--- config.mk ---
export PLATFORM = sky130hd
export DESIGN_NAME = wb_port_arbiter_flat
export DESIGN_NICKNAME = d
export VERILOG_FILES = /design/src/rtl/wb_port_arbiter_pkg.sv /design/src/rtl/wb_port_arbiter_if.sv /design/src/rtl/wb_ll_fifo.sv /design/src/rtl/wb_port_arbiter.sv /design/src/flat_wrapper.sv
export SDC_FILE = /design/constraint.sdc
export NUM_CORES = 1
export LEC_CHECK = 0
export ABC_AREA = 1
export BUFFER_PORTS_ARGS = -buffer_cell sky130_fd_sc_hd__buf_2
export CAP_MARGIN = 30
export CORE_MARGIN = 2
export CORE_UTILIZATION = 25
export CTS_CLUSTER_DIAMETER = 120
export DETAILED_ROUTE_END_ITERATION = 12
export REMOVE_ABC_BUFFERS = 1
export SLEW_MARGIN = 20
export SYNTH_ARGS = -nofsm -noshare
export SYNTH_HDL_FRONTEND = slang
export SYNTH_HIERARCHICAL = 1
export SYNTH_SLANG_ARGS = --single-unit
--- constraint.sdc ---
create_clock -name clk -period 13.12 [get_ports clk]
set_input_delay 0.656 -clock clk [delete_from_list [all_inputs] [get_ports clk]]
set_output_delay 0.656 -clock clk [all_outputs]
set_load 0.03 [all_outputs]
--- src/rtl/wb_port_arbiter_pkg.sv ---
// Shared types for the register-file write-port arbiter.
package wb_pkg;

    // Default widths of the writeback path.
    localparam int WB_REG_ID_WIDTH = 5;
    localparam int WB_DATA_WIDTH   = 64;

    // Register 0 is hard-wired; writes to it are dropped.
    localparam int REG_ZERO = 0;

    // One pending register write: destination and value.
    typedef struct packed {
        logic [WB_REG_ID_WIDTH-1:0] dest;
        logic [WB_DATA_WIDTH-1:0]   data;
    } wb_req_t;

    // PASS: pipeline owns the port and the queue drains on idle cycles.
    // DRAIN: the pipeline is stalled and the queue empties one entry per cycle.
    typedef enum logic {
        PASS  = 1'b0,
        DRAIN = 1'b1
    } wb_arb_state_e;

endpackage

--- src/rtl/wb_port_arbiter_if.sv ---
// Bundle of the WB-stage, long-latency and register-file signals around the arbiter.
interface wb_port_arbiter_if #(
    parameter int REG_ID_WIDTH = 5,
    parameter int DATA_WIDTH   = 64
);
    logic                    wb_valid_in;
    logic                    wb_reg_write_in;
    logic [REG_ID_WIDTH-1:0] wb_dest_in;
    logic [DATA_WIDTH-1:0]   wb_data_in;
    logic                    ll_valid_in;
    logic                    ll_ready_out;
    logic [REG_ID_WIDTH-1:0] ll_dest_in;
    logic [DATA_WIDTH-1:0]   ll_data_in;
    logic                    rf_we_out;
    logic [REG_ID_WIDTH-1:0] rf_waddr_out;
    logic [DATA_WIDTH-1:0]   rf_wdata_out;
    logic                    pipe_stall_out;

    // Pipeline / long-latency unit side.
    modport master (
        output wb_valid_in, wb_reg_write_in, wb_dest_in, wb_data_in,
        output ll_valid_in, ll_dest_in, ll_data_in,
        input  ll_ready_out, rf_we_out, rf_waddr_out, rf_wdata_out, pipe_stall_out
    );

    // Arbiter side.
    modport slave (
        input  wb_valid_in, wb_reg_write_in, wb_dest_in, wb_data_in,
        input  ll_valid_in, ll_dest_in, ll_data_in,
        output ll_ready_out, rf_we_out, rf_waddr_out, rf_wdata_out, pipe_stall_out
    );
endinterface

--- src/rtl/wb_ll_fifo.sv ---
// Circular queue of long-latency results; any depth >= 1, pointers wrap modulo DEPTH.
module wb_ll_fifo
    import wb_pkg::*;
#(
    parameter int  DEPTH = 2,
    parameter type T     = wb_req_t,
    localparam int CW    = $clog2(DEPTH + 1),
    localparam int PW    = (DEPTH > 1) ? $clog2(DEPTH) : 1
) (
    input  logic          clk,
    input  logic          reset,
    input  logic          i_push,
    input  T              i_push_data,
    input  logic          i_pop,
    output T              o_head,
    output logic          o_full,
    output logic          o_empty,
    output logic [CW-1:0] o_count
);

    T              r_mem [DEPTH];
    logic [PW-1:0] r_wr_ptr;
    logic [PW-1:0] r_rd_ptr;
    logic [CW-1:0] r_count;

    // Explicit wrap so non-power-of-two depths index correctly.
    function automatic logic [PW-1:0] ptr_inc(input logic [PW-1:0] p);
        return (p == PW'(DEPTH - 1)) ? '0 : p + PW'(1);
    endfunction

    assign o_head  = r_mem[r_rd_ptr];
    assign o_full  = (r_count == CW'(DEPTH));
    assign o_empty = (r_count == '0);
    assign o_count = r_count;

    // Storage array: written on push, no reset needed.
    always_ff @(posedge clk) begin
        if (i_push) begin
            r_mem[r_wr_ptr] <= i_push_data;
        end
    end

    // Pointers and occupancy; a simultaneous push and pop leaves the count unchanged.
    always_ff @(posedge clk) begin
        if (reset) begin
            r_wr_ptr <= '0;
            r_rd_ptr <= '0;
            r_count  <= '0;
        end else begin
            if (i_push) begin
                r_wr_ptr <= ptr_inc(r_wr_ptr);
            end
            if (i_pop) begin
                r_rd_ptr <= ptr_inc(r_rd_ptr);
            end
            r_count <= r_count + CW'(i_push) - CW'(i_pop);
        end
    end

endmodule

--- src/rtl/wb_port_arbiter.sv ---
// Shares the register-file write port between the WB stage and a long-latency unit.
module wb_port_arbiter
    import wb_pkg::*;
#(
    parameter int REG_ID_WIDTH = WB_REG_ID_WIDTH,
    parameter int DATA_WIDTH   = WB_DATA_WIDTH,
    parameter int FIFO_DEPTH   = 2,
    parameter int MAX_WAIT     = 8
) (
    input  logic             clk,
    input  logic             reset,
    wb_port_arbiter_if.slave bus
);

    localparam int CW = $clog2(FIFO_DEPTH + 1);
    localparam int AW = $clog2(MAX_WAIT + 1);

    typedef struct packed {
        logic [REG_ID_WIDTH-1:0] dest;
        logic [DATA_WIDTH-1:0]   data;
    } req_t;

    req_t              w_push_data;
    req_t              w_head;
    logic              w_wb_req;
    logic              w_ll_fire;
    logic              w_push;
    logic              w_pop;
    logic              w_grant_pipe;
    logic              w_full;
    logic              w_empty;
    logic [CW-1:0]     w_count;
    logic [CW-1:0]     w_count_next;
    logic [AW-1:0]     w_age_next;
    wb_arb_state_e     w_state_next;

    wb_arb_state_e           r_state;
    logic [AW-1:0]           r_age;
    logic                    r_rf_we;
    logic [REG_ID_WIDTH-1:0] r_rf_waddr;
    logic [DATA_WIDTH-1:0]   r_rf_wdata;
    logic                    r_stall;

    assign w_wb_req  = bus.wb_valid_in & bus.wb_reg_write_in
                     & (bus.wb_dest_in != REG_ID_WIDTH'(REG_ZERO));
    assign bus.ll_ready_out = !reset & !w_full;
    assign w_ll_fire   = bus.ll_valid_in & bus.ll_ready_out;
    // Results aimed at register 0 complete the handshake but are dropped.
    assign w_push      = w_ll_fire & (bus.ll_dest_in != REG_ID_WIDTH'(REG_ZERO));
    assign w_push_data = '{dest: bus.ll_dest_in, data: bus.ll_data_in};

    wb_ll_fifo #(
        .DEPTH (FIFO_DEPTH),
        .T     (req_t)
    ) u_fifo (
        .clk         (clk),
        .reset       (reset),
        .i_push      (w_push),
        .i_push_data (w_push_data),
        .i_pop       (w_pop),
        .o_head      (w_head),
        .o_full      (w_full),
        .o_empty     (w_empty),
        .o_count     (w_count)
    );

    // Grant selection, post-update occupancy, head age and next FSM state.
    always_comb begin
        w_grant_pipe = 1'b0;
        w_pop        = 1'b0;
        if (r_state == PASS) begin
            if (w_wb_req) begin
                w_grant_pipe = 1'b1;
            end else if (!w_empty) begin
                w_pop = 1'b1;
            end
        end else begin
            w_pop = !w_empty;
        end

        w_count_next = w_count + CW'(w_push) - CW'(w_pop);

        if (w_empty || w_pop) begin
            w_age_next = '0;
        end else if (r_age == AW'(MAX_WAIT)) begin
            w_age_next = r_age;
        end else begin
            w_age_next = r_age + AW'(1);
        end

        w_state_next = r_state;
        if (r_state == PASS) begin
            if ((w_count_next == CW'(FIFO_DEPTH)) ||
                ((w_age_next == AW'(MAX_WAIT)) && (w_count_next != '0))) begin
                w_state_next = DRAIN;
            end
        end else if (w_count_next == '0) begin
            w_state_next = PASS;
        end
    end

    // FSM with registered write-port and stall outputs.
    always_ff @(posedge clk) begin
        if (reset) begin
            r_state    <= PASS;
            r_age      <= '0;
            r_rf_we    <= 1'b0;
            r_rf_waddr <= '0;
            r_rf_wdata <= '0;
            r_stall    <= 1'b0;
        end else begin
            r_state <= w_state_next;
            r_age   <= w_age_next;
            r_stall <= (w_state_next == DRAIN);
            r_rf_we <= w_grant_pipe | w_pop;
            if (w_grant_pipe) begin
                r_rf_waddr <= bus.wb_dest_in;
                r_rf_wdata <= bus.wb_data_in;
            end else if (w_pop) begin
                r_rf_waddr <= w_head.dest;
                r_rf_wdata <= w_head.data;
            end
        end
    end

    assign bus.rf_we_out      = r_rf_we;
    assign bus.rf_waddr_out   = r_rf_waddr;
    assign bus.rf_wdata_out   = r_rf_wdata;
    assign bus.pipe_stall_out = r_stall;

endmodule

--- src/flat_wrapper.sv ---
// flat-port wrapper written by rule: the top's interface ports become plain ports
module wb_port_arbiter_flat import wb_pkg::*;
#(
    parameter int REG_ID_WIDTH = WB_REG_ID_WIDTH,
    parameter int DATA_WIDTH   = WB_DATA_WIDTH,
    parameter int FIFO_DEPTH   = 2,
    parameter int MAX_WAIT     = 8
)
  (clk, reset, bus_wb_valid_in, bus_wb_reg_write_in, bus_wb_dest_in, bus_wb_data_in, bus_ll_valid_in, bus_ll_dest_in, bus_ll_data_in, bus_ll_ready_out, bus_rf_we_out, bus_rf_waddr_out, bus_rf_wdata_out, bus_pipe_stall_out);
  wb_port_arbiter_if #(.REG_ID_WIDTH(REG_ID_WIDTH), .DATA_WIDTH(DATA_WIDTH)) bus_i ();
  input  logic clk;
  input  logic reset;
  input wire logic [$bits(bus_i.wb_valid_in)-1:0] bus_wb_valid_in;
  input wire logic [$bits(bus_i.wb_reg_write_in)-1:0] bus_wb_reg_write_in;
  input wire logic [$bits(bus_i.wb_dest_in)-1:0] bus_wb_dest_in;
  input wire logic [$bits(bus_i.wb_data_in)-1:0] bus_wb_data_in;
  input wire logic [$bits(bus_i.ll_valid_in)-1:0] bus_ll_valid_in;
  input wire logic [$bits(bus_i.ll_dest_in)-1:0] bus_ll_dest_in;
  input wire logic [$bits(bus_i.ll_data_in)-1:0] bus_ll_data_in;
  output wire logic [$bits(bus_i.ll_ready_out)-1:0] bus_ll_ready_out;
  output wire logic [$bits(bus_i.rf_we_out)-1:0] bus_rf_we_out;
  output wire logic [$bits(bus_i.rf_waddr_out)-1:0] bus_rf_waddr_out;
  output wire logic [$bits(bus_i.rf_wdata_out)-1:0] bus_rf_wdata_out;
  output wire logic [$bits(bus_i.pipe_stall_out)-1:0] bus_pipe_stall_out;
  assign bus_i.wb_valid_in = bus_wb_valid_in;
  assign bus_i.wb_reg_write_in = bus_wb_reg_write_in;
  assign bus_i.wb_dest_in = bus_wb_dest_in;
  assign bus_i.wb_data_in = bus_wb_data_in;
  assign bus_i.ll_valid_in = bus_ll_valid_in;
  assign bus_i.ll_dest_in = bus_ll_dest_in;
  assign bus_i.ll_data_in = bus_ll_data_in;
  assign bus_ll_ready_out = bus_i.ll_ready_out;
  assign bus_rf_we_out = bus_i.rf_we_out;
  assign bus_rf_waddr_out = bus_i.rf_waddr_out;
  assign bus_rf_wdata_out = bus_i.rf_wdata_out;
  assign bus_pipe_stall_out = bus_i.pipe_stall_out;
  wb_port_arbiter #(.REG_ID_WIDTH(REG_ID_WIDTH), .DATA_WIDTH(DATA_WIDTH), .FIFO_DEPTH(FIFO_DEPTH), .MAX_WAIT(MAX_WAIT)) u_core (.clk(clk), .reset(reset), .bus(bus_i));
endmodule
# After elaboration in Yosys (flattened, before gate mapping)
# Memories as Yosys holds them, arrays and structs flattened. A register that Yosys moved wholly into a read port is not among the register bits.
# Cells that the tools add are included.
dict set report op_classes {
  add_sub_neg 5
  n_eq_ne 4
  muxes 20
  n_bitwise 6
  n_reduce_logical 12
}
# operator n
set ops {}
lappend ops {{two-way mux 64 bit} 2}
lappend ops {{two-way mux 1 bit} 14}
lappend ops {{two-way mux 5 bit} 2}
lappend ops {{nonzero test 5 bit} 2}
lappend ops {{== test 4 bit (second input constant)} 2}
lappend ops {{two-way mux 4 bit} 2}
lappend ops {{bitwise AND 1 bit} 5}
lappend ops {{adder 4 x 1 -> 4 bit (second input constant)} 1}
lappend ops {{== test 2 bit (second input constant)} 2}
lappend ops {{zero test 2 bit} 2}
lappend ops {{nonzero test 2 bit} 2}
lappend ops {{zero test 1 bit} 3}
lappend ops {{adder 1 bit (second input constant)} 2}
lappend ops {{adder 2 x 1 -> 2 bit} 1}
lappend ops {{logical OR 1 bit} 2}
lappend ops {{subtractor 2 x 1 -> 2 bit} 1}
lappend ops {{logical AND 1 bit} 1}
lappend ops {{OR 1 bit} 1}
dict set report totals {
  reg_bits 79
  ramBits 138
  in_bits 143
  output_inout_bits 72
  word_cells 56
  n_memories 1
}
# memory depth word_bits read_ports rd_clocked_by_memory_dff write_ports line
set memory_table {}
lappend memory_table {u_core.u_fifo.r_mem 2 69 1 1 1 wb_ll_fifo.sv:21} ;# T r_mem [DEPTH];

# Depth between registers and ports, before layout
# Gate-level depths: netlist of run 1.
dict set report logic_depth {
  ltp_word 12
  ltp_mapped 14
  ltp_nobuf 13
}

# Hierarchy
# Netlist of run 1, hierarchy kept.
# module instances cells_each area_each_um2 seq_area_each_um2
set by_module_without_submodules {}
lappend by_module_without_submodules {wb_ll_fifo 1 247 5248.8 4244.1}
lappend by_module_without_submodules {wb_port_arbiter 1 578 3712.3 1501.4}

# Worst setup path after synthesis of run 1
# Ideal clock, no wire load.
dict set report synth_path {
  path_kind {input -> register}
  from {input reset}
  to {memory u_core/u_fifo/r_mem[0][0] in the netlist's numbering (enable)}
  setup_time_ps 498
  t_arrival_ps 4513
  required_time_ps 12622
  setup_slack_ps 8109
  cell_stages 6
  n_path_buf 1
  cell_sequence {clkbuf_1 -> nor2_1 -> nand3_1 -> inv_1 -> inv_1 -> nor2_1}
}
dict set report synth_between {
  elab_chain_len 6
}
# element line
set synth_lines {}
lappend synth_lines {{start, declared} flat_wrapper.sv:12} ;# input logic reset;
lappend synth_lines {{zero test 1 bit} wb_port_arbiter.sv:46} ;# assign bus.ll_ready_out = !reset & !w_full;
lappend synth_lines {{bitwise AND 1 bit} wb_port_arbiter.sv:46}
lappend synth_lines {{named net bus_ll_ready_out} flat_wrapper.sv:20} ;# output wire logic [$bits(bus_i.ll_ready_out)-1:0] bus_ll_ready_out;
lappend synth_lines {{bitwise AND 1 bit} wb_port_arbiter.sv:47} ;# assign w_ll_fire = bus.ll_valid_in & bus.ll_ready_out;
lappend synth_lines {{bitwise AND 1 bit} wb_port_arbiter.sv:49} ;# assign w_push = w_ll_fire & (bus.ll_dest_in != REG_ID_WIDTH'(REG_ZERO));
lappend synth_lines {{named net u_core.w_push} wb_port_arbiter.sv:27} ;# logic w_push;
lappend synth_lines {{two-way mux 1 bit} wb_ll_fifo.sv:38} ;# if (i_push) begin
lappend synth_lines {{two-way mux 1 bit (not written as such)} wb_ll_fifo.sv:39} ;# r_mem[r_wr_ptr] <= i_push_data;
lappend synth_lines {{end, declared} wb_ll_fifo.sv:21}
# The timed path passes the listed nets, and every way through them passes these cells.

==> results of run 1 <==
==> layout make-up <==
cell class                      count  area, sq um  share of cell area
Sequential cell                   218         5750               0.512
Multi-Input combinational cell    473         2620               0.233
Timing Repair Buffer              221         1150               0.103
Clock buffer                       36          707              0.0630
Tap cell                          461          577              0.0514
Inverter                           91          349              0.0311
Clock inverter                      9         72.6             0.00646
Antenna cell                        1         2.50            0.000223
==> where the power goes <==
| part | internal (uW) | switching (uW) |
|---|---|---|
| sequential | 836 | 55.1 |
| combinational | 221 | 439 |
| clock | 392 | 272 |
| total | 1450 | 767 |
==> stage by stage <==
stage / total power (uW) / util / cell area [sq um]
finish: 2220 / 0.317 / 11200
global route: 2350 / 0.317 / 11200
CTS: 2250 / 0.317 / 11200
detailed placement: 1580 / 0.295 / 10400
global placement: 1560 / 0.294 / 10400
floorplan: 1350 / - / 8690
==> kinds of logic after synthesis <==
group           synth area share
simple gates               0.146
buf+inv                   0.0680
fa+ha+maj                0.00838
flops                      0.641
compound gates            0.0430
xor+xnor                 0.00293
mux                       0.0909
==> layer usage <==
layer	GRT usage	vias up	routed length, microns
met1	0.152	3037	10200
met4	0.0328	0	433
met2	0.194	166	10300
li1	-	3162	-
met5	0	-	0
met3	0.0268	30	1330
==> how the worst max path moves through the flow <==
stage	endpoint	slack [ns]	cells past startpoint
6_report	u_core/bus.pipe_stall_out	10.01	12
2_1_floorplan	u_core/u_fifo/r_mem[0][0]	8.30	5
3_5_place_dp	u_core/bus.pipe_stall_out	9.04	13
5_1_grt	u_core/bus.pipe_stall_out	9.71	12
3_3_place_gp	u_core/bus.pipe_stall_out	8.54	13
4_1_cts	u_core/bus.pipe_stall_out	9.54	11
==> synthesized netlist by cell type (4+ instances only) <==
library cell	n	share of area
nand2_1	214	0.090
edfxtp_1	138	0.46
inv_1	89	0.037
dfxtp_1	80	0.18
nand3_1	77	0.043
a21oi_1	70	0.039
mux2_2	59	0.074
nor2_1	22	0.0092
buf_2	16	0.0089
clkbuf_1	14	0.0059
mux2_4	10	0.017
buf_6	8	0.010
o21ai_0	7	0.0039
ha_1	6	0.0084
buf_4	4	0.0034
==> registers in the layout (all words and copies together) (netlist names), named ones only <==
| signal | flops |
|---|---|
| u_core/u_fifo/r_mem | 138 |
| u_core/u_fifo/r_rd_ptr | 1 |
| u_core/u_fifo/o_count | 2 |
| u_core/bus.rf_we_out | 1 |
| u_core/r_age | 4 |
| u_core/bus.rf_wdata_out | 64 |
| u_core/bus.pipe_stall_out | 1 |
| u_core/bus.rf_waddr_out | 5 |
| u_core/u_fifo/r_wr_ptr | 1 |
==> critical path: stages (launching register included) <==
cell      delay [ns]
dfxtp_1         0.42
nor2_4          0.08
nand2_4         0.30
buf_12          0.29
clkinv_4        0.49
nor2_1          0.45
ha_1            0.30
inv_1           0.06
ha_1            0.15
xnor2_1         0.14
nor2_1          0.07
o21ai_0         0.17
a21oi_1         0.05
==> flow_metrics.tcl, run 1 <==
set metrics [dict create \
    synth_cells 825 \
    wirelength_microns 22300 \
    cts.sinks 218 \
    vias 6395 \
    reg2reg_depth 12 \
    cts_buffers 25 \
    grt_pass1_wl_microns 34800 \
    crit_type "register to register" \
    status "completed" \
    grt_setup_unrepaired "no" \
    max-cap-violations 0 \
    synth_warnings 6 \
    async_flop_share 0 \
    htreeDepth 1 \
    arrival_ns 3.51 \
    slew_viol_final 0 \
    path_max_fanout 67 \
    p_per_area_mw_per_mm2 197 \
    critPathLaunch "u_core/bus.pipe_stall_out" \
    hold_viol 0 \
    grt_usage 0.117 \
    setup_viol_count_final 0 \
    irDropWorstVdd_uv 110 \
    synth_flop_cell "edfxtp_1" \
    grt_max_degree 74 \
    reg2reg_slack_ns 10.01 \
    fp.dieW_microns 193 \
    synthesis.area_sq_mm 0.00896 \
    fin_tns_setup_ns 0 \
    ys_seq_area_frac 0.641 \
    dieHeight_microns 193 \
    min_to "u_core/u_fifo/r_mem[0][3]" \
    grt_pass1_vias 6414 \
    finalNonFillerCells 1510 \
    clk_pin_slew_ns 0.06 \
    cts_resized 0 \
    startpoint_type "register" \
    relSlewSlack 0.399 \
    die_area_sq_mm 0.0374 \
    mostFrequentLayoutCells "214 x nand2_1, 213 x buf_2, 138 x edfxtp_1, 87 x inv_1, 79 x dfxtp_1" \
    final_layout_size_suffix_gt1_frac 0.319 \
    worstMarginPinSlew_ns 0.902 \
    clock-root-buffer "clkbuf_16" \
    drtIter0Drc 203 \
    pre_cts_ws_ns 9.04 \
    holdPathStages 1 \
    r2r_end "u_core/bus.pipe_stall_out" \
    ys_seq_elements 218 \
    port_buffers 214 \
    ant_nets 0 \
    dp_cells 1463 \
    antenna_found_initial 1 \
    leakagePower_uw 0.00470 \
    synthToLayoutAreaGrowth_pct 25.3 \
    cts_max_path_buffers 3 \
    hold_path.class "input port to register" \
    synth.distinct_cells 21 \
    max_clock_freq_mhz 322 \
    finalWorstSetupSlack_ns 10.01 \
    first_pass_iters 4 \
    drc 0 \
    cts_hold_buf 0 \
    core-area_sq_mm 0.0354 \
    finalCritPeriodShare 0.237 \
    fill_cells 3652 \
    synth-edff-count 138 \
    overflow 0 \
    cts_setup_buffers 0 \
    ios 215 \
    syn_area_per_cell_sq_um 10.9 \
    final_common_cell "nand2_1" \
    finClkSkew_ns 0.00698 \
    hp-start "bus_ll_data_in[3]" \
    wire_per_inst_microns 14.8 \
    endpoint_kind "register" \
    nets 1179 \
    cts_tree "done" \
    fin_crit_ns 3.11 \
    initial_utilization 0.253 \
    whs_ns 0.324 \
    worstPathRequired_ns 13.53 \
    gp_congestion 0.753 \
    timing.rr.start "u_core/bus.pipe_stall_out" \
    vias_per_cell 4.24 \
    clk-insertion-delay-late_ns 0.52 \
    rows 69 \
    hpwl_microns 13800 \
]
(Power assumes the default switching activity.)
==> run 2: changes to the inputs <==
Clock period 13.12 ns to 2.6 ns, I/O delays scaled along.
==> run 2 against run 1 <==
Against the previous run: clock skew increased by 0.014 ns; sequential power rose to 5.0 times the previous value; clock power increased to 5.1 times the previous value; sequential share of layout area down 6.1 points; fmax is 34% higher; worst setup slack worse by 9.7 ns; cell count rose by 10%; routed wire length is 8.2% higher; critical path depth decreased by 3; clock-buffer cell count down 6; utilization is 4.3 points higher; combinational power increased to 5.5 times the previous value; highest routed layer unchanged.
==> flow_metrics.tcl, run 2 (synthesis results as in run 1) <==
set metrics [dict create \
    mostFrequentLayoutCells "214 x nand2_1, 213 x buf_2, 142 x dlygate4sd3_1, 138 x edfxtp_1, 87 x inv_1" \
    power_uw 11500 \
    fin_crit_ns 2.32 \
    final_common_cell "nand2_1" \
    setup_viol_count_final 0 \
    htreeDepth 1 \
    irDropWorstVdd_uv 691 \
    grt_pass1_wl_microns 38200 \
    leakagePower_uw 0.00533 \
    hpwl_microns 14500 \
    synthToLayoutAreaGrowth_pct 42.3 \
    reg2reg_depth 9 \
    worstMarginPinSlew_ns 0.866 \
    crit_type "register to register" \
    clock-root-buffer "clkbuf_16" \
    nets 1330 \
    slowest_delay_ns 0.64 \
    finalCritPeriodShare 0.890 \
    cts_max_path_buffers 3 \
    overflow 0 \
    cts_tree "done" \
    crit_top_cell "nand2_1" \
    vias 6939 \
    crit_end "u_core/bus.rf_wdata_out[46]" \
    endpoint_kind "register" \
    clk-insertion-delay-late_ns 0.54 \
    final_layout_size_suffix_gt1_frac 0.289 \
    met1_length_microns 10500 \
    maxUsedRoutingLayer "met4" \
    dieHeight_microns 193 \
    cpMaxStageDelayCell "buf_4" \
    top_register "u_core/u_fifo/r_mem" \
    r2r_end "u_core/bus.rf_wdata_out[46]" \
    max_clock_freq_mhz 432 \
    cts_buffers 26 \
    grt_usage 0.128 \
    relSlewSlack 0.423 \
    largest_register_ff_count 138 \
    grt_max_degree 72 \
    first_pass_iters 4 \
    p_per_area_mw_per_mm2 899 \
    drc 0 \
    dr_wl_met3_microns 1210 \
    initial_utilization 0.253 \
    reg2reg_slack_ns 0.28 \
    antenna_found_initial 2 \
    dpl-instance-area_sq_mm 0.0105 \
    path_max_fanout 66 \
    path_cells "nor2_4, nand2_4, clkinv_2, buf_4, nand2_1, nand2_1, inv_1, a21oi_1, dlygate4sd3_1" \
    grt_pass1_vias 7258 \
    startpoint_type "register" \
    port_buffers 214 \
    ios 215 \
    ant_nets 0 \
    wirelength_microns 24200 \
    cts.sinks 218 \
    final_area_sq_mm 0.0127 \
    arrival_ns 2.80 \
    routed-wl-met2_microns 11900 \
    fp.dieW_microns 193 \
    critPathLaunch "u_core/bus.pipe_stall_out" \
    worstPathRequired_ns 3.08 \
    die_area_sq_mm 0.0374 \
    clk_pin_slew_ns 0.06 \
    core-area_sq_mm 0.0354 \
    rows 69 \
    pre_cts_ws_ns 0.695 \
    grt_setup_unrepaired "no" \
    status "completed" \
    vias_per_cell 4.17 \
    finalWorstSetupSlack_ns 0.285 \
    hold_path.class "input port to register" \
    cts_resized 0 \
    max-cap-violations 0 \
    slew_viol_final 0 \
    drtIter0Drc 240 \
    wire_per_inst_microns 14.5 \
    gp_congestion 0.747 \
    hold_viol 0 \
    timing.rr.start "u_core/bus.pipe_stall_out" \
    finClkSkew_ns 0.0209 \
]
[run 2: cell types whose count changed in the layout (fill, tap and decap cells not counted)]
cell           change
buf_4              +6
clkinv_8           +1
inv_6              -1
clkinv_2           +5
buf_12             +2
dlygate4sd3_1    +142
clkinvlp_4         +3
clkbuf_8           -4
diode_2            +1
clkbuf_1           -3
clkbuf_16          +1
[run 2: per-layer routing]
| metal | global-route usage | vias up |
|---|---|---|
| li1 | - | 3462 |
| met2 | 0.227 | 174 |
| met3 | 0.0239 | 34 |
| met4 | 0.0365 | 0 |
| met1 | 0.157 | 3269 |
| met5 | 0 | - |
[run 2: how the worst min path moves through the flow]
stage                            start                         end  depth (start not counted)  slack [ns]
floorplan                        reset  u_core/bus.rf_wdata_out[0]                          1        0.20
global placement    bus_ll_data_in[23]  u_core/u_fifo/r_mem[0][23]                          1        0.32
detailed placement  bus_ll_data_in[23]  u_core/u_fifo/r_mem[0][23]                          1        0.32
CTS                    bus_ll_valid_in      u_core/u_fifo/r_wr_ptr                          5        0.02
global route           bus_ll_valid_in      u_core/u_fifo/r_wr_ptr                          5        0.13
finish                 bus_ll_valid_in      u_core/u_fifo/r_wr_ptr                          5        0.06
[run 2: timing repair]
action                    in CTS  in global routing
hold endpoints to repair     207                  0
hold buffers                 142                  0
setup buffers                  0                  0
[run 2: area by class of cell]
type / instances / area, sq um
Clock buffer: 30 / 666
Fill cell: 3536 / 22600
Multi-Input combinational cell: 473 / 2620
Tap cell: 461 / 577
Timing Repair Buffer: 371 / 2660
Antenna cell: 2 / 5.00
Clock inverter: 17 / 131
Inverter: 91 / 345
Sequential cell: 218 / 5750
[run 2: critical path, delay by kind of cell (launching register included)]
kind                   cells  cell delay [ns]
buffers and inverters      4             1.28
and+or+nand+nor            4             0.51
DFF                        1             0.36
AOI/OAI and AO/OA          1             0.11
[run 2: power by group]
group	total [uW]	internal (uW)	switching (uW)
Combinational	3610	1310	2290
Clock	3390	1940	1450
Sequential	4470	4220	257
[run 2: stage by stage]
step / hold WS, ns / util / cells / TNS [ns]
3_3_place_gp: 0.318 / 0.297 / 1472 / 0
3_5_place_dp: 0.322 / 0.297 / 1472 / 0
6_report: 0.0616 / 0.360 / 1663 / 0
2_1_floorplan: 0.199 / - / 782 / -172.59
5_1_grt: 0.132 / 0.360 / 1663 / 0
4_1_cts: 0.0231 / 0.360 / 1661 / 0
==> run 3: changes to the inputs <==
Settings changed: ABC_AREA 1 to 0.
==> run 3 against run 2 <==
Against the previous run: fmax down 6.1%; worst hold slack better by 0.065 ns; via count down 13%; critical endpoint is now u_core/bus.pipe_stall_out; highest routed layer unchanged; largest cell class unchanged.
==> flow_metrics.tcl, run 3 <==
set metrics [dict create \
    overflow 0 \
    grt_usage 0.111 \
    p_per_area_mw_per_mm2 937 \
    yosysTopAreaCell "edfxtp_1" \
    worstMarginPinSlew_ns 0.906 \
    fin_util 0.362 \
    endpoint_kind "register" \
    yosysMostFrequentCell "edfxtp_1" \
    cpMaxStageDelayCell "or4_4" \
    gp_congestion 0.706 \
    grt_pass1_vias 6255 \
    rows 69 \
    cts_tree "done" \
    finalCritPeriodShare 0.948 \
    dieHeight_microns 193 \
    synth_flop_cell "edfxtp_1" \
    irDropWorstVdd_uv 543 \
    synthesis.area_sq_mm 0.00895 \
    synth.distinct_cells 36 \
    port_buffers 214 \
    grt_setup_unrepaired "no" \
    clk_pin_slew_ns 0.06 \
    fin_crit_ns 2.46 \
    drtIter0Drc 138 \
    die_area_sq_mm 0.0373 \
    finalNonFillerCells 1428 \
    ant_nets 0 \
    hold_path.class "input port to register" \
    synth_cells 595 \
    muxShareOfSynthArea 0.166 \
    synth.area.top_cells "edfxtp_1 46%, dfxtp_1 18%, mux2_2 7.6%" \
    clk-insertion-delay-late_ns 0.53 \
    crit_type "input port to register" \
    synthSimpleGateAreaFrac 0.0481 \
    worstPathRequired_ns 3.07 \
    ys_seq_area_frac 0.642 \
    grt_max_degree 139 \
    status "completed" \
    ios 215 \
    setup_viol_count_final 0 \
    relSlewSlack 0.396 \
    final_layout_size_suffix_gt1_frac 0.406 \
    dp_cells 1242 \
    vias_per_cell 4.24 \
    cts_setup_buffers 0 \
    hold_viol 0 \
    nets 1096 \
    synth_top_area_share 0.463 \
    arrival_ns 2.93 \
    crit_buf_inv 3 \
    synth-xor-area-share 0.00741 \
    largest_register_ff_count 138 \
    mostFrequentLayoutCells "213 x buf_2, 138 x dlygate4sd3_1, 138 x edfxtp_1, 79 x dfxtp_1, 75 x nor2_1" \
    synth_compound_area_frac 0.0952 \
    max-cap-violations 0 \
    reg2reg_slack_ns 0.40 \
    first_pass_iters 4 \
    cts.sinks 218 \
    final_common_cell "buf_2" \
    htreeDepth 1 \
    wire_per_inst_microns 15.1 \
    grt_pass1_wl_microns 32300 \
    cts_max_path_buffers 3 \
    cp_top_family "simple AND/OR/NAND/NOR gates" \
    vias 6055 \
    fp.dieW_microns 193 \
    slew_viol_final 0 \
    path_max_fanout 2 \
    synth-edff-count 138 \
    syn_area_per_cell_sq_um 15.0 \
    max_clock_freq_mhz 406 \
    top_register "u_core/u_fifo/r_mem" \
    n_antenna_cell 0 \
    synth_top_family_by_area "multiplexers" \
    slowest_delay_ns 0.54 \
    finClkSkew_ns 0.0129 \
    antenna_found_initial 0 \
    clock-root-buffer "clkbuf_16" \
    whs_ns 0.126 \
    synthTopCellsByCount "138 x edfxtp_1, 80 x dfxtp_1, 76 x nor2_1, 66 x mux2i_1, 60 x mux2_2" \
    synthToLayoutAreaGrowth_pct 43.0 \
    core-area_sq_mm 0.0354 \
    path_cells "dlygate4sd3_1, buf_2, or4_4, o21ai_4, nor2b_1, ha_1, inv_1, ha_1, xor2_1, nor3_1, a2111oi_1, a41o_1" \
    initial_utilization 0.253 \
    drc 0 \
    power_uw 12000 \
    wirelength_microns 21600 \
    synth_warnings 6 \
    async_flop_share 0 \
    ys_seq_elements 218 \
    crit_top_cell "ha_1" \
    hpwl_microns 12800 \
    synthAdderAreaFrac 0.00839 \
    cts_buffers 26 \
    leakagePower_uw 0.00518 \
    startpoint_type "input port" \
]
-- run 3: changes by cell type after synthesis, moves of 5 or more --
cell and delta:
nand2_1 -208, inv_1 -79, nand3_1 -76, a21oi_1 -68, mux2i_1 +66, nor2_1 +54
a211oi_2 +52, a211oi_1 +14, nor2b_1 +6, buf_2 -5
-- run 3: cell families (layout without fill, tap and decap cells) --
family	after synthesis	after routing
AO/OA/AOI/OAI	79	79
flip-flops	218	218
XOR/XNOR	6	6
AND/OR/NAND/NOR	101	101
buffers and inverters	49	421
adder cells (fa/ha/maj)	6	6
multiplexers	136	136
-- run 3: metrics by stage --
step | setup WS [ns] | area (sq um) | setup TNS, ns
final | 0.135 | 12800 | 0
after global routing | 0.0181 | 12800 | 0
after CTS | 0.146 | 12800 | 0
after detailed placement | 0.166 | 10500 | 0
after global placement | 0.196 | 10500 | 0
after floorplan | -3.75 | 8690 | -427.53
-- run 3: where the power goes --
part	total [uW]	internal (uW)	switching, uW	leakage, uW
Combinational	3850	1640	2220	0.00282
Clock	3630	2240	1390	0.000430
Sequential	4510	4270	244	0.00193
-- run 3: worst reg2reg max path: stages, from the launching register on --
cell       delay [ns]
dfxtp_1          0.32
and3b_1          0.31
o21ai_4          0.10
nor2b_1          0.15
ha_1             0.28
inv_1            0.05
ha_1             0.14
xor2_1           0.21
nor3_1           0.07
a2111oi_1        0.37
a41o_1           0.14
-- run 3: final timing paths --
| kind | startpoint | end | cells past startpoint |
|---|---|---|---|
| worst max-delay path | bus_wb_dest_in[2] | u_core/bus.pipe_stall_out | 12 |
| worst min-delay path | bus_wb_valid_in | u_core/bus.rf_waddr_out[0] | 4 |
| worst max register to register | u_core/bus.pipe_stall_out | u_core/bus.pipe_stall_out | 10 |
| worst min register to register | u_core/bus.rf_waddr_out[4] | u_core/bus.rf_waddr_out[4] | 2 |
-- run 3: area by class of cell --
| type | count | area, sq um |
|---|---|---|
| inverters | 10 | 37.5 |
| repair buffers | 363 | 2630 |
| flip-flops and latches | 218 | 5750 |
| fillers | 3424 | 22600 |
| clock buffers | 41 | 818 |
| multi-input cells | 328 | 2930 |
| clock inverters | 7 | 62.6 |
| well taps | 461 | 577 |
-- run 3: what timing repair did --
item,in CTS,in global routing
setup endpoints to repair,0,1
gates resized for setup,0,1
hold buffers,138,0
endpoints found under the hold margin,207,0
-- run 3: per-layer routing --
| layer | vias up | global-route usage | part of all wire |
|---|---|---|---|
| met3 | 35 | 0.0268 | 0.061 |
| met4 | 0 | 0.0344 | 0.021 |
| met2 | 167 | 0.205 | 0.50 |
| met5 | - | 0 | 0 |
| met1 | 2923 | 0.125 | 0.42 |
| li1 | 2930 | - | - |
